===== src/rtl/tf_sched_pkg.sv =====
// Shared constants, stage tables and state encoding for the twiddle-factor ROM sequencer
// of the 512-point mixed-radix NTT.
package tf_sched_pkg;

    localparam int NUM_STAGES   = 3;
    localparam int BF_PER_STAGE = 64;
    localparam int BASE_W       = 6;
    localparam int SHIFT_W      = 3;

    // Stage s owns ROM words [base, base + 64 >> shift), each reused for 1 << shift slots
    localparam logic [BASE_W-1:0]  STAGE_BASE  [NUM_STAGES] = '{6'd0, 6'd2, 6'd10};
    localparam logic [SHIFT_W-1:0] STAGE_SHIFT [NUM_STAGES] = '{3'd5, 3'd3, 3'd1};

    typedef enum logic [1:0] {
        IDLE,
        RUN,
        DRAIN
    } state_t;

endpackage


===== src/rtl/tf_stage_lut.sv =====
// Physical stage to (ROM base, slot shift) lookup; kept separate so an alternative
// INTT ROM layout can swap in its own table.
module tf_stage_lut
    import tf_sched_pkg::*;
(
    input  logic [1:0]         ps,
    output logic [BASE_W-1:0]  base,
    output logic [SHIFT_W-1:0] shift
);

    always_comb begin
        base  = '0;
        shift = '0;
        case (ps)
            2'd0: begin
                base  = STAGE_BASE[0];
                shift = STAGE_SHIFT[0];
            end
            2'd1: begin
                base  = STAGE_BASE[1];
                shift = STAGE_SHIFT[1];
            end
            2'd2: begin
                base  = STAGE_BASE[2];
                shift = STAGE_SHIFT[2];
            end
            default: begin
                base  = '0;
                shift = '0;
            end
        endcase
    end

endmodule


===== src/rtl/tf_rom_sched.sv =====
// Twiddle-factor ROM sequencer: walks three radix-8 stages of 64 butterfly slots, issues
// one ROM read per slot and tags each read so Q can be matched to its butterfly.
module tf_rom_sched
    import tf_sched_pkg::*;
#(
    parameter int ADDR_W     = 6,
    parameter int NUM_STAGES = 3,
    parameter int BF_W       = 6
) (
    input  logic              clk,
    input  logic              rst_n,
    input  logic              start,
    input  logic              mode,
    input  logic              stall,
    output logic [ADDR_W-1:0] rom_addr,
    output logic              rom_en,
    output logic              tf_valid,
    output logic [1:0]        tf_stage,
    output logic [BF_W-1:0]   tf_bf,
    output logic              busy,
    output logic              done
);

    localparam logic [1:0]      LAST_STAGE = 2'(NUM_STAGES - 1);
    localparam logic [BF_W-1:0] LAST_BF    = BF_W'(BF_PER_STAGE - 1);

    state_t             state;
    state_t             state_next;
    logic [1:0]         stage_cnt;
    logic [BF_W-1:0]    bf_cnt;
    logic               mode_q;
    logic [1:0]         ps;
    logic [BASE_W-1:0]  base;
    logic [SHIFT_W-1:0] shift;
    logic [ADDR_W-1:0]  addr_calc;
    logic [ADDR_W-1:0]  addr_hold;
    logic               last_bf;
    logic               last_stage;

    // INTT walks the same tables in reverse stage order
    assign ps = mode_q ? (LAST_STAGE - stage_cnt) : stage_cnt;

    tf_stage_lut u_lut (
        .ps    (ps),
        .base  (base),
        .shift (shift)
    );

    assign addr_calc  = ADDR_W'(base) + ADDR_W'(bf_cnt >> shift);
    assign last_bf    = (bf_cnt == LAST_BF);
    assign last_stage = (stage_cnt == LAST_STAGE);

    assign rom_en   = (state == RUN) && !stall;
    assign rom_addr = (state == RUN) ? addr_calc : addr_hold;
    assign busy     = (state != IDLE);
    assign done     = (state == DRAIN);

    always_ff @(posedge clk or negedge rst_n) begin
        if (!rst_n) begin
            state <= IDLE;
        end else begin
            state <= state_next;
        end
    end

    always_comb begin
        state_next = state;
        case (state)
            IDLE:    if (start) state_next = RUN;
            RUN:     if (rom_en && last_bf && last_stage) state_next = DRAIN;
            DRAIN:   state_next = IDLE;
            default: state_next = IDLE;
        endcase
    end

    // The last issued address is kept so rom_addr stays put outside RUN
    always_ff @(posedge clk or negedge rst_n) begin
        if (!rst_n) begin
            stage_cnt <= '0;
            bf_cnt    <= '0;
            mode_q    <= 1'b0;
            addr_hold <= '0;
        end else if (state == IDLE && start) begin
            stage_cnt <= '0;
            bf_cnt    <= '0;
            mode_q    <= mode;
        end else if (rom_en) begin
            addr_hold <= addr_calc;
            if (last_bf) begin
                bf_cnt    <= '0;
                stage_cnt <= last_stage ? 2'd0 : stage_cnt + 2'd1;
            end else begin
                bf_cnt <= bf_cnt + BF_W'(1);
            end
        end
    end

    always_ff @(posedge clk or negedge rst_n) begin
        if (!rst_n) begin
            tf_valid <= 1'b0;
            tf_stage <= '0;
            tf_bf    <= '0;
        end else begin
            tf_valid <= rom_en;
            if (rom_en) begin
                tf_stage <= ps;
                tf_bf    <= bf_cnt;
            end
        end
    end

endmodule


===== config.mk =====
export PLATFORM = sky130hd
export DESIGN_NAME = tf_rom_sched
export DESIGN_NICKNAME = d
export VERILOG_FILES = /design/src/rtl/tf_sched_pkg.sv /design/src/rtl/tf_stage_lut.sv /design/src/rtl/tf_rom_sched.sv
export SDC_FILE = /design/constraint.sdc
export NUM_CORES = 1
export LEC_CHECK = 0
export ABC_AREA = 0
export CAP_MARGIN = 20
export CORE_ASPECT_RATIO = 1.25
export CORE_UTILIZATION = 53
export DETAILED_ROUTE_END_ITERATION = 6
export GPL_ROUTABILITY_DRIVEN = 0
export PLACE_DENSITY = 0.78
export SKIP_CTS_REPAIR_TIMING = 1
export SLEW_MARGIN = 10
export SYNTH_ARGS = -nofsm -noshare
export SYNTH_HDL_FRONTEND = slang
export SYNTH_SLANG_ARGS = --single-unit

===== constraint.sdc =====
create_clock -name clk -period 3.5 [get_ports clk]
set_input_delay 0.35 -clock clk [delete_from_list [all_inputs] [get_ports clk]]
set_output_delay 0.35 -clock clk [all_outputs]
set_load 0.005 [all_outputs]

==> results_dict.tcl, run 1 <==
set metrics [dict create \
    cap_viol_max_count 0 \
    tightestPinTransition_ns 0.6334 \
    routedWlPerCell_um 14.49 \
    critPathLaunchType "flop" \
    final_core_util_pct 72.62 \
    clk_pin_slew_ns 0.15 \
    cts_made_buffers 3 \
    grt_pass1_vias 1287 \
    antenna_found_initial 0 \
    seq_area_frac_synth_pct 41.47 \
    synth_edf_count 0 \
    final_layout_size_suffix_gt1_share_pct 18.91 \
    max_freq_mhz 274.6 \
    p_per_area_nw_per_um2 1035 \
    rows 21 \
    die_y_um 62.83 \
    drc 0 \
    rsz0062_at_grt "true" \
    outcome "complete, but fails checks" \
    synth_fp_nets 187 \
    drt_wl_total_um 3404 \
    report.final.hold_viol_count 0 \
    ios 23 \
    vias 1283 \
    stdcell_count 235 \
    vias_per_cell 5.460 \
    cts-root-buf "clkbuf_4" \
    clk_latency_ns 0.33 \
    grt_pass1_wl_um 5837 \
    synth.distinct_cells 38 \
    synth_area_leaders "dfrtp_1 41%, nand2_1 11%, ha_1 8.0%" \
    violations "negative setup slack" \
    dr.pass1.iters 4 \
    ys.flop_type "dfrtp_1" \
    regArea_um2 650.6 \
    endpoint_kind "output port" \
    cts_num_sinks 26 \
    ir_worst_vdd_v 0.0007041 \
    multiInputGateArea_um2 837.1 \
    hold_class "in2async" \
    syn_area_um2 1569 \
    fin_crit_sh_pct 104.1 \
    track_usage_pct 24.45 \
    io_buffers 22 \
    grt_use_met1_pct 31.06 \
    total_power_mw 2.053 \
    syn_inst 172 \
    cp_max_fo 2 \
    grtUsageMet2_pct 39.67 \
    grt_max_degree 24 \
    synth_warnings 0 \
    overflow 0 \
    core_um2 2733 \
    slew_viol_final 0 \
    hold_ws_ns 0.3903 \
    fin_crit_ns 3.642 \
    fin_nets 217 \
    antenna_cells 0 \
    num-fill-cells 212 \
    critPathKind "reg2out" \
    synth_seq_cells 26 \
    syn_area_per_cell_um2 9.122 \
    synth_top_area_share_pct 41.47 \
    worstPathArrival_ns 3.29 \
    use_met3_pct 4.380 \
    die_w_um 50.67 \
    area.growth.synth_to_final_pct 26.48 \
    p_leak_nw 0.9622 \
    busiest_layer "met2" \
    initial_utilization_pct 57.42 \
    clock_skew_ns 0.005283 \
    setup_viol 1 \
    antenna_left 0 \
    die_area_um2 3183 \
    dp_cells 230 \
    cp.required_ns 3.15 \
    clockBufferDepth 2 \
    yosysTopAreaCell "dfrtp_1" \
    htreeDepth 1 \
    fin_ws_ns -0.1421 \
    drt_iter0_markers 47 \
    cts_tree "built" \
    dpl.hpwl_um 2442 \
    relSlewSlack_pct 57.64 \
    async_reset_ff_share_pct 100.0 \
]
## cell usage in the layout (no fill, tap or decap), types with 2 or more instances in the layout
master	instances
mux2i_1	4
nand3_1	2
nand2_1	47
nor2b_1	3
dlymetal6s2s_1	4
mux4_2	2
inv_1	7
o21ai_1	3
nor2_1	8
a31oi_1	3
buf_4	15
clkbuf_4	3
xnor2_1	4
o21ai_0	8
a21oi_1	4
ha_1	8
xor2_1	2
mux2_2	6
clkdlybuf4s50_1	18
dfrtp_1	26
or3b_1	2
ha_2	2
## final timing paths
kind | slack, ns | end | cells past startpoint | startpoint
max | -0.14 | rom_addr[5] | 15 | stage_cnt[1]
min | 0.39 | addr_hold[3] | 1 | rst_n
max reg2reg | 0.57 | addr_hold[5] | 14 | stage_cnt[1]
min reg2reg | 0.49 | addr_hold[2] | 2 | addr_hold[2]
max in group asynchronous | 2.61 | bf_cnt[3] | 2 | rst_n
min in group clk | 0.49 | addr_hold[2] | 2 | addr_hold[2]
## where the power goes
group / total, mW / internal, mW / switching (mW) / leakage [nW]
Combinational: 1.30 / 0.722 / 0.581 / 0.613
Sequential: 0.540 / 0.423 / 0.117 / 0.321
Clock: 0.210 / 0.116 / 0.0938 / 0.0279
Total: 2.05 / 1.26 / 0.792 / 0.962
## sequential cells by signal, indices dropped and copies added (netlist names)
register,cells
addr_hold,6
bf_cnt,6
mode_q,1
stage_cnt,2
state,2
tf_bf,6
tf_stage,2
tf_valid,1
## stage by stage
stage | setup WS (ns) | instance area [um2] | setup TNS, ns
after CTS | -0.6156 | 1938 | -0.9111
after global placement | -0.05838 | 1858 | -0.05838
after detailed placement | -0.2044 | 1886 | -0.2044
after global routing | -0.3463 | 1984 | -0.4125
after floorplan | 0.1688 | 1569 | 0
final | -0.1421 | 1984 | -0.1421
## worst max-delay path, stage by stage, from the launching register on
cell	delay [ns]
dfrtp_1	0.39
inv_1	0.06
ha_1	0.29
mux2_2	0.28
ha_2	0.19
mux2i_1	0.18
o22ai_1	0.10
nand2_1	0.09
o31ai_2	0.08
ha_2	0.19
ha_1	0.20
a21o_1	0.20
a2111oi_4	0.34
a31oi_1	0.09
o21ai_1	0.14
dlymetal6s2s_1	0.15
## routing by layer
layer  wire length, um  vias up
met5                 0        -
met4                55        0
met3               140        6
met2              1743       34
li1                  -      626
met1              1465      617
## area by class of cell
class | instances | area share, %
Clock buffer | 3 | 1.135
Clock inverter | 1 | 1.513
Inverter | 8 | 1.576
Multi-Input combinational cell | 125 | 42.18
Sequential cell | 26 | 32.79
Tap cell | 34 | 2.144
Timing Repair Buffer | 38 | 18.66
## synth_stat cells (2+ instances only)
cell,number
clkbuf_1,4
ha_1,10
buf_2,6
a21oi_1,4
nand3_1,2
dfrtp_1,26
xor2_1,2
mux2_2,6
nor2_1,8
nand2_1,47
buf_6,3
a31oi_1,3
nor2b_1,3
inv_1,7
mux2i_1,4
or3b_1,2
xnor2_1,4
mux4_2,2
o21ai_1,2
o21ai_0,9
## kinds of logic after synthesis
group | share of synthesized area, %
fa+ha+maj | 7.974
mux | 9.728
compound gates | 9.730
xor+xnor | 3.349
flops | 41.47
simple gates | 20.74
buf+inv | 7.017
Note: power is estimated with default switching activity, not from simulation.
==> run 2, diff against run 1 <==
CAP_MARGIN = not set   (was 20)
HOLD_SLACK_MARGIN = 0.03   (was not set)
==> run 2 against run 1 <==
Compared with the run above:
- the flow still finishes with violations (negative setup slack)
- largest cell class unchanged
- maximum frequency is 1.0% higher
- core utilization is 0.82 points lower
- sequential power hardly changed
- highest routed layer unchanged
==> results_dict.tcl, run 2 (same netlist as run 1, synthesis figures left out) <==
set metrics [dict create \
    tightestPinTransition_ns 0.5816 \
    hold_class "reg2reg" \
    die_y_um 62.83 \
    critPathLaunchType "flop" \
    fin_ws_ns -0.1042 \
    dpl.hpwl_um 2370 \
    cts_made_buffers 3 \
    critPathKind "reg2out" \
    hold_ws_ns 0.4943 \
    most-common-layout-cells "47 x nand2_1, 26 x dfrtp_1, 17 x clkdlybuf4s50_1, 15 x buf_4" \
    cap_viol_max_count 0 \
    fin_nets 217 \
    max_stage_delay_ns 0.40 \
    area.growth.synth_to_final_pct 25.04 \
    clockBufferDepth 2 \
    htreeDepth 1 \
    report.final.hold_viol_count 0 \
    endpoint_kind "output port" \
    initial_utilization_pct 57.42 \
    relSlewSlack_pct 61.23 \
    slew_viol_final 0 \
    antenna_left 0 \
    clock_skew_ns 0.001524 \
    fin_crit_ns 3.604 \
    p_per_area_nw_per_um2 1049 \
    vias_per_cell 5.532 \
    routedWlPerCell_um 14.45 \
    final_common_cell "nand2_1" \
    cts_num_sinks 26 \
    cp.required_ns 3.15 \
    antenna_cells 0 \
    antenna_found_initial 0 \
    grt_pass1_vias 1282 \
    drt_iter0_markers 28 \
    track_usage_pct 23.92 \
    drt_wl_total_um 3395 \
    clk_pin_slew_ns 0.15 \
    crit_slowest_cell "dfrtp_1" \
    max_freq_mhz 277.5 \
    grt_max_degree 27 \
    rsz0062_at_grt "true" \
    multiInputGateArea_um2 837.1 \
    regArea_um2 650.6 \
    cts-root-buf "clkbuf_4" \
    drc 0 \
    grt_pass1_wl_um 5802 \
    cp_max_fo 2 \
    setup_viol 1 \
    dr.pass1.iters 4 \
    die_w_um 50.67 \
    p_leak_nw 0.9533 \
    clk_latency_ns 0.33 \
    die_area_um2 3183 \
    final_layout_size_suffix_gt1_share_pct 18.91 \
    outcome "complete, but fails checks" \
    rows 21 \
    core_um2 2733 \
    fin_crit_sh_pct 103.0 \
    cp.buffers_inverters 2 \
    worstPathCellList "inv_1 > ha_1 > mux2_2 > ha_2 > mux2i_1 > o22ai_1 > nand2_1 > o31ai_2 > ha_2 > ha_1 > a21o_1 > a2111oi_4 > a31oi_1 > o21ai_1 > dlymetal6s2s_1" \
    total_power_mw 2.058 \
    cp_top_family "compound AO/OA/AOI/OAI gates" \
    cts_tree "built" \
    overflow 0 \
    num-fill-cells 216 \
    ios 23 \
    io_buffers 22 \
    reg.largest.list "addr_hold x6, bf_cnt x6, tf_bf x6" \
    ir_worst_vdd_v 0.0007190 \
    vias 1300 \
    violations "negative setup slack" \
    worstPathArrival_ns 3.25 \
]
## run 2: changes by cell type in the layout (fill, tap and decap cells not counted), sizes merged
cell	change
clkdlybuf4s50	-1
dlygate4sd3	+1
## run 2: final timing paths
check | to | depth (start not counted) | slack, ns | startpoint
max | rom_addr[5] | 15 | -0.10 | stage_cnt[1]
min | addr_hold[2] | 2 | 0.49 | addr_hold[2]
max reg2reg | addr_hold[5] | 14 | 0.60 | stage_cnt[1]
min reg2reg | addr_hold[2] | 2 | 0.49 | addr_hold[2]
max in group asynchronous | mode_q | 2 | 2.60 | rst_n
min in group asynchronous | tf_valid | 2 | 0.53 | rst_n
## run 2: worst min-delay path: cells and delay by family, from the launching register on
kind             cells  cell delay, ns
DFF                  1            0.37
and+or+nand+nor      2            0.10
## run 2: per-layer routing
| metal | share of wire, % | track usage (%) | vias to the layer above |
|---|---|---|---|
| li1 | - | - | 627 |
| met4 | 1.0 | 7.292 | 0 |
| met1 | 43 | 28.91 | 636 |
| met5 | 0 | 0 | - |
| met2 | 53 | 42.83 | 33 |
| met3 | 3.1 | 3.406 | 4 |
## run 2: where the power goes
part	switching [mW]	internal, mW	total [mW]
Combinational	0.584	0.722	1.31
Clock	0.0958	0.116	0.212
Sequential	0.117	0.423	0.540
## run 2: final cells by class
class                           count  share of cell area [%]
Clock inverter                      1                   1.531
Sequential cell                    26                   33.16
Multi-Input combinational cell    125                   42.67
Clock buffer                        3                   1.148
Tap cell                           34                   2.168
Inverter                            8                   1.594
Timing Repair Buffer               38                   17.73
## run 2: stage by stage
stage                TNS, ns  utilization [%]  worst slack (ns)  area (um2)  instances
floorplan                  0                -            0.1688        1569        172
global placement    -0.05838            67.99          -0.05838        1858        229
detailed placement   -0.1775            67.99           -0.1775        1858        229
CTS                  -0.9074            69.92           -0.5919        1911        233
global route         -0.2961            71.79           -0.2823        1962        235
finish               -0.1042            71.79           -0.1042        1962        235
